### src/rtl/uart_pkg.sv
// Shared UART definitions: state encodings, frame size and the bit-period
// derivation that keeps uart_tx and uart_rx on the same cycle count.
package uart_pkg;

    localparam int DATA_BITS = 8;

    localparam logic [1:0] STATE_IDLE  = 2'b00;
    localparam logic [1:0] STATE_START = 2'b01;
    localparam logic [1:0] STATE_DATA  = 2'b10;
    localparam logic [1:0] STATE_STOP  = 2'b11;

    function automatic int cyc_count(input int system_clock, input int baud_rate);
        return system_clock / baud_rate;
    endfunction

endpackage

### src/rtl/sync_2ff.sv
// Two-flop synchroniser for asynchronous inputs; resets to all ones so an
// idle-high line does not produce a spurious edge out of reset.
module sync_2ff #(
    parameter int WIDTH = 1
) (
    input  logic             clk_i,
    input  logic             rst_ni,
    input  logic [WIDTH-1:0] d_i,
    output logic [WIDTH-1:0] q_o
);

    logic [WIDTH-1:0] meta_q;
    logic [WIDTH-1:0] sync_q;

    always_ff @(posedge clk_i or negedge rst_ni) begin
        if (!rst_ni) begin
            meta_q <= '1;
            sync_q <= '1;
        end else begin
            meta_q <= d_i;
            sync_q <= meta_q;
        end
    end

    assign q_o = sync_q;

endmodule

### src/rtl/uart_rx.sv
// 8N1 UART receiver: falling-edge start detection, mid-bit sampling, one-cycle
// valid / frame_err strobes at the stop-bit decision.
module uart_rx
    import uart_pkg::*;
#(
    parameter int SYSTEM_CLOCK = 32000000,
    parameter int BAUD_RATE    = 9600
) (
    input  logic                 clk,
    input  logic                 rst,
    input  logic                 rx,
    output logic [DATA_BITS-1:0] data_out,
    output logic                 valid,
    output logic                 frame_err,
    output logic                 busy,
    output logic [1:0]           state_out_dbg
);

    localparam int CYC_COUNT  = cyc_count(SYSTEM_CLOCK, BAUD_RATE);
    localparam int HALF_COUNT = CYC_COUNT / 2;
    localparam int CNT_W      = $clog2(CYC_COUNT) + 1;
    localparam int IDX_W      = $clog2(DATA_BITS);

    localparam logic [CNT_W-1:0] CYC_LAST  = CNT_W'(CYC_COUNT - 1);
    localparam logic [CNT_W-1:0] HALF_LAST = CNT_W'(HALF_COUNT - 1);
    localparam logic [IDX_W-1:0] IDX_LAST  = IDX_W'(DATA_BITS - 1);

    logic                 rx_s;
    logic                 rx_d_q;
    logic                 fall;

    logic [1:0]           state_q, state_d;
    logic [CNT_W-1:0]     cnt_q, cnt_d;
    logic [IDX_W-1:0]     idx_q, idx_d;
    logic [DATA_BITS-1:0] shift_q, shift_d;
    logic [DATA_BITS-1:0] data_q, data_d;
    logic                 valid_q, valid_d;
    logic                 ferr_q, ferr_d;

    sync_2ff #(
        .WIDTH (1)
    ) u_sync (
        .clk_i  (clk),
        .rst_ni (rst),
        .d_i    (rx),
        .q_o    (rx_s)
    );

    always_ff @(posedge clk or negedge rst) begin
        if (!rst) begin
            rx_d_q <= 1'b1;
        end else begin
            rx_d_q <= rx_s;
        end
    end

    // Only a high-to-low transition starts a frame; a line held low stays idle.
    assign fall = rx_d_q & ~rx_s;

    always_comb begin
        state_d = state_q;
        cnt_d   = cnt_q;
        idx_d   = idx_q;
        shift_d = shift_q;
        data_d  = data_q;
        valid_d = 1'b0;
        ferr_d  = 1'b0;
        case (state_q)
            STATE_IDLE: begin
                if (fall) begin
                    cnt_d   = '0;
                    state_d = STATE_START;
                end
            end
            STATE_START: begin
                if (cnt_q == HALF_LAST) begin
                    // Line back high at mid-start means it was a glitch.
                    if (!rx_s) begin
                        cnt_d   = '0;
                        idx_d   = '0;
                        state_d = STATE_DATA;
                    end else begin
                        state_d = STATE_IDLE;
                    end
                end else begin
                    cnt_d = cnt_q + CNT_W'(1);
                end
            end
            STATE_DATA: begin
                if (cnt_q == CYC_LAST) begin
                    shift_d = {rx_s, shift_q[DATA_BITS-1:1]};
                    cnt_d   = '0;
                    idx_d   = idx_q + IDX_W'(1);
                    if (idx_q == IDX_LAST) begin
                        state_d = STATE_STOP;
                    end
                end else begin
                    cnt_d = cnt_q + CNT_W'(1);
                end
            end
            STATE_STOP: begin
                if (cnt_q == CYC_LAST) begin
                    cnt_d = '0;
                    if (rx_s) begin
                        data_d  = shift_q;
                        valid_d = 1'b1;
                    end else begin
                        ferr_d = 1'b1;
                    end
                    state_d = STATE_IDLE;
                end else begin
                    cnt_d = cnt_q + CNT_W'(1);
                end
            end
            default: state_d = STATE_IDLE;
        endcase
    end

    always_ff @(posedge clk or negedge rst) begin
        if (!rst) begin
            state_q <= STATE_IDLE;
            cnt_q   <= '0;
            idx_q   <= '0;
            shift_q <= '0;
            data_q  <= '0;
            valid_q <= 1'b0;
            ferr_q  <= 1'b0;
        end else begin
            state_q <= state_d;
            cnt_q   <= cnt_d;
            idx_q   <= idx_d;
            shift_q <= shift_d;
            data_q  <= data_d;
            valid_q <= valid_d;
            ferr_q  <= ferr_d;
        end
    end

    assign data_out      = data_q;
    assign valid         = valid_q;
    assign frame_err     = ferr_q;
    assign busy          = (state_q != STATE_IDLE);
    assign state_out_dbg = state_q;

endmodule

### config.mk
export PLATFORM = sky130hd
export DESIGN_NAME = uart_rx
export DESIGN_NICKNAME = d
export VERILOG_FILES = /design/src/rtl/uart_pkg.sv /design/src/rtl/sync_2ff.sv /design/src/rtl/uart_rx.sv
export SDC_FILE = /design/constraint.sdc
export NUM_CORES = 1
export LEC_CHECK = 0
export ABC_AREA = 0
export BUFFER_PORTS_ARGS = -buffer_cell sky130_fd_sc_hd__clkbuf_2
export CAP_MARGIN = 15
export CORE_MARGIN = 2
export CORE_UTILIZATION = 30
export CTS_BUF_LIST = sky130_fd_sc_hd__clkbuf_16
export DETAILED_ROUTE_END_ITERATION = 8
export REMOVE_ABC_BUFFERS = 1
export SKIP_LAST_GASP = 1
export SYNTH_ARGS = -nofsm -noshare
export SYNTH_HDL_FRONTEND = slang
export SYNTH_HIERARCHICAL = 1
export SYNTH_SLANG_ARGS = --single-unit
### constraint.sdc
create_clock -name clk -period 2.8 [get_ports clk]
set_input_delay 0.42 -clock clk [delete_from_list [all_inputs] [get_ports clk]]
set_output_delay 0.42 -clock clk [all_outputs]
set_load 0.005 [all_outputs]
## Yosys cells after proc, flatten, opt, wreduce, memory -nomap -nowiden

Cells that the tools add are included.

- $add $sub $neg: 2
- Multiplexer cells: 22
- Equality and inequality tests: 13
- Bitwise logic cells: 2
- Reductions and logical operators: 9

Operator list:

| kind | number |
|---|---|
| $mux W13 | 4 |
| $pmux W13 S3 | 1 |
| $add A13 B1 Y13 const B | 1 |
| $eq A13 B11 Y1 const B | 1 |
| $eq A13 B12 Y1 const B | 1 |
| $mux W2 | 6 |
| $ne A2 B2 Y1 const B | 6 |
| $mux W3 | 3 |
| $pmux W2 S4 | 1 |
| $mux W1 | 6 |
| $pmux W3 S2 | 1 |
| $reduce_and A5 Y1 | 1 |
| $eq A2 B2 Y1 const B | 2 |
| $reduce_and A2 Y1 | 2 |
| $reduce_and A4 Y1 | 1 |
| $reduce_bool A2 Y1 | 2 |
| $add A3 B1 Y3 const B | 1 |
| $eq A3 B3 Y1 const B | 1 |
| $ne A3 B3 Y1 const B | 1 |
| $reduce_and A3 Y1 | 1 |
| $eq A2 B1 Y1 const B | 1 |
| $logic_not A2 Y1 | 1 |
| $reduce_or A2 Y1 | 1 |
| $and A1 B1 Y1 | 1 |
| $not A1 Y1 | 1 |

- Input bits: 3
- Register bits: 39
- Output and inout bits: 13

## Logic depth before layout (Yosys ltp)

- Depth in word-level cells: 4
- Gate-level depth with buffers: 9

## Cells and area by module

The synthesis kept the hierarchy.

By module, submodules not included:

| module | instances | cells each | area an instance (µm²) |
|---|---|---|---|
| uart_rx | 1 | 164 | 1803.0 |
| sync_2ff | 1 | 2 | 52.6 |

## Least setup slack after synthesis

OpenSTA, ideal clock, no wires.

- Path kind: register -> register
- Start point: reg cnt_q[5]
- End point: reg data_q[0] (netlist: data_out[0])
- Path buffers: 1
- Slack: 0.758 ns
- Stages on the path, launching flop included: 7
- Required time: 2.675 ns
- Data arrival time: 1.917 ns
- Cells stage by stage: dfrtp_1 > buf_6 > or4_4 > nor4_4 > and2_2 > nand3_4 > mux2_2

- Longest elaborated chain between the ends: 2

Ends and longest elaborated chain:

| item | RTL line | source |
|---|---|---|
| from (decl) | uart_rx.sv:33 | `logic [CNT_W-1:0] cnt_q, cnt_d;` |
| from (signal assigned) | uart_rx.sv:130 | `cnt_q <= cnt_d;` |
| $eq A13 B12 Y1 | uart_rx.sv:102 | `if (cnt_q == CYC_LAST) begin` |
| $reduce_and A3 Y1 (no line) | -- |  |
| to (signal assigned) | uart_rx.sv:133 | `data_q <= data_d;` |
| to (decl) | uart_rx.sv:36 | `logic [DATA_BITS-1:0] data_q, data_d;` |

No other way between the ends.
A chain may end at the register's enable or synchronous reset.

## Final worst setup path

- Start point: reg cnt_q[3]
- End point: reg cnt_q[4]

- Longest elaborated chain between the ends: 3
- Elaborated cells on any way between the ends: 8

Ends and longest elaborated chain:

| item | RTL line |
|---|---|
| $add A13 B1 Y13, or another cell as far along | uart_rx.sv:86, uart_rx.sv:98, uart_rx.sv:112 |
| $mux W13, or another cell as far along | uart_rx.sv:90, uart_rx.sv:102 |
| $pmux W13 S3 or $reduce_and A2 Y1 (tied branches) | -- |

Several ways; a longest one is shown, not always the timed one.

==> run summary <==
Path type of the worst setup path: reg -> reg. Of the total power, registers draw 44.6%. The tools report the endpoint type of the worst setup path as a register. The clock edge transition at the registers on the reported setup and hold paths is 60 ps, and the overall die area is 6830 sq um. Cell internal power was estimated by the tool at 1.06 mW.

In the finished design, the share of the clock period the worst path needs comes to 85.6%. The wire length per cell after detailed routing was 12.6 um. The clock drives 39 sinks. From bottom edge to top edge, the die measures 82.6 um. On the worst path, the slowest cell contributes a delay of 570 ps.

Max-cap violations in this run came to 0. Of the total power, the clock network draws 34.7%. The tools report the DRC violation total after the first TritonRoute iteration as 50. Once the clock tree was built, the resizer swapped 0 gates to a different size.

The routed layout has 1,313 vias. The first-pass GRT wire length was 5.71 mm; the peak supply drop was 352 uV. In the synthesized netlist, the cells that appear most often are dfrtp_1 (36), mux2_2 (16), nand2_1 (13), nor2_1 (12).

The setup-violating endpoint count in the final report was 0; the initial core utilization was 31.2%. From synthesis to final layout, the design area changed by 16.2%. Entering global routing, the biggest net connects 40 pins. On the critical path the largest part of the delay comes from simple AND/OR/NAND/NOR gates. The tools report the root buffer selected by CTS as clkbuf_16.

The tools report the leftover overflow at the end of global routing as 0. The number of flip-flops and latches in the synthesized netlist was 39; the number of primary I/O pins was 16. The count of buffers inserted at the top-level ports came out at 15. The post-detailed-placement cell area was 2020 sq um. Sum of routed wire length over all layers: 3.29 mm.

At the end of routability-driven placement, the weighted congestion stood at 0.833. The run gives 0 as the number of antenna violations at the first check in global routing. After routing the design area is 2160 sq um. Measured against its own limit, the worst slew margin works out to 35.0%.

Combinational logic burns 20.7% of the power. dfrtp_1 takes more of the synthesized area than any other cell. The Yosys step of the flow raised 6 warnings. Yosys mapped a number of flops with a built-in enable equal to 0.

Overall routing resource usage: 10.9%. In the synthesized netlist, the number of instances is 166. Proportion of total power due to net switching: 29.7%. A synthesized cell averages 11.2 sq um. The run gives 2560 ps as the arrival time of the worst setup path.

Yosys mapped the design onto 40 distinct sky130hd cell types. The later pin in the worst-skew pair is clocked with a latency of 280 ps. The slew at the pin closest to its max-slew limit is 976 ps, and the number of search-and-repair iterations in the first detailed-routing pass is 4. The post-synthesis async set-or-reset flop share is 100%.

The proportion of netlist area held by the largest area contributor is 48.6%. TritonCTS created 5 clock buffers. The core area is 5960 sq um, and the required arrival time at the worst endpoint is 2960 ps.

The tightest min-delay check is of the in -> reg type. In the final layout, the share of cells above drive strength 1 is 26.7%. After clock tree synthesis, the flow added hold-fix buffers numbering 0. The level count of the clock H-tree was 2; the die boundary width was 82.6 um. Worst-path cell with the longest stage delay: or4_4. Timing would allow up to 417 MHz.

In the final layout, flip-flops and latches occupy 980 sq um. The final hold violation count is 0. The number of antenna diodes in the final layout is 0. The worst path needs 2400 ps of the cycle, external delays included. After detailed routing, the number of remaining DRC violations is 0.

Clock skew on the completed layout was measured at 4.66 ps. Multi-input gate area in the final layout: 825 sq um. Among all flip-flop cells after synthesis, the most frequent one is dfrtp_1. The tools report the placed wire-length estimate as 2.38 mm.

In the post-synthesis netlist, the biggest area contributors are dfrtp_1 (49%), mux2_2 (9.7%), dfstp_2 (4.2%). The maximum buffer depth of the clock tree was 2. TritonCTS built the clock tree. For this run, the register share of the synthesized area comes to 52.8%.

Fill cells in the final layout number 598. The most common cell in the synthesized netlist is dfrtp_1. The number of global-route vias before repair came out at 1,202. The standby leakage power came out at 1.03 nW. The final-stage net count was 194. Summing every instance area after synthesis gives 1860 sq um.

Setup repair after global routing left no endpoint under its margin. The flow ran to the end, and the final reports show no timing, DRC or antenna violations. The critical path goes through or4_4 > nor4_4 > o2bb2ai_1 > buf_4 > a21o_1 > a22o_1. Once the clock tree was built, the setup fixing pass inserted 0 buffers. For the number of pins with negative max-slew slack in the final report, the log shows 0. In this run the remaining antenna-violating nets after routing total 0. Net switching power figure: 0.446 mW. STA classifies the critical path startpoint as a register. The aggregate negative setup slack came out at 0 ps. The floorplan has 28 rows.

Dividing the detail-routed via count by the number of cells gives 5.01. The worst path buffer plus inverter count is 1, and the power density relative to cell area is 696 nW/um^2. Along the worst path, the maximum fanout reaches 11.
==> cells by family after synthesis <==
kind of cell	share of synthesized area, %
DFF	52.8
buffers and inverters	2.76
xor gates and xnor gates	0.944
muxes	9.71
AOI/OAI and AO/OA	13.1
and+or+nand+nor	17.3
adders and majority gates	3.37
==> worst register-to-register path: stages (launching register included) <==
cell,delay (ps)
dfrtp_1,440
or4_4,570
nor4_4,350
o2bb2ai_1,320
buf_4,280
a21o_1,160
a22o_1,170
==> power groups by stage <==
stage	clock (mW)	sequential [mW]	combinational [mW]
after floorplan	0	0.662	0.216
after global placement	0	0.677	0.313
after detailed placement	0	0.679	0.312
after CTS	0.542	0.669	0.314
after global routing	0.568	0.679	0.363
final	0.521	0.670	0.311
==> path summary, 6_finish.rpt <==
| check | startpoint | end | slack, ps | depth (start not counted) |
|---|---|---|---|---|
| worst max-delay path | cnt_q[3] | cnt_q[4] | 400 | 6 |
| worst min-delay path | rx | u_sync/meta_q | 230 | 1 |
| worst max register to register | cnt_q[3] | cnt_q[4] | 400 | 6 |
| worst min register to register | u_sync/meta_q | u_sync/q_o | 350 | 0 |
| max in group asynchronous | rst | cnt_q[12] | 1910 | 1 |
| min in group asynchronous | rst | data_out[0] | 290 | 1 |
==> per-stage QoR <==
stage	power, mW	cells	hold slack, ps	worst slack, ps	util (%)
6_report	1.50	262	226	402	36.2
5_1_grt	1.61	262	217	255	36.2
4_1_cts	1.52	262	221	404	36.2
3_5_place_dp	0.991	254	348	416	33.9
3_3_place_gp	0.990	254	345	459	33.9
2_1_floorplan	0.877	161	124	648	-
==> layout make-up <==
type	instances	share of cell area [%]
Sequential cell	39	45.4
Multi-Input combinational cell	116	38.2
Clock buffer	5	5.80
Timing Repair Buffer	18	4.53
Tap cell	75	4.35
Inverter	6	1.04
Clock inverter	3	0.580
==> sequential cells by signal (all words and copies together), names as in the netlist, named ones only <==
register / count
cnt_q: 13
data_out: 8
shift_q: 8
idx_q: 3
frame_err: 1
rx_d_q: 1
state_out_dbg: 1
u_sync/meta_q: 1
u_sync/q_o: 1
valid: 1
==> placed cells by master, fill, tap and decap left out, drive strengths merged, types with 2 or more instances in the layout <==
cell type,synthesis,routed
nand4,3,3
o21a,2,2
nor3,2,2
inv,6,8
buf,3,3
a21o,3,3
nor2,12,12
nor2b,3,3
dfstp,3,3
nand3,6,6
nor4,3,3
a21oi,7,7
dfrtp,36,36
nand2,13,13
a31oi,7,7
a31o,2,2
nand2b,5,5
ha,5,5
and3,2,2
xnor2,2,2
clkbuf,2,20
o21ai,7,7
a22o,3,3
mux2,16,16
==> routing by layer <==
layer / global-route usage (%) / wire, um
met4: 2.95 / 38
met2: 17.3 / 1500
met1: 14.3 / 1590
met3: 3.59 / 160
met5: 0 / 0
(Power assumes the default switching activity.)
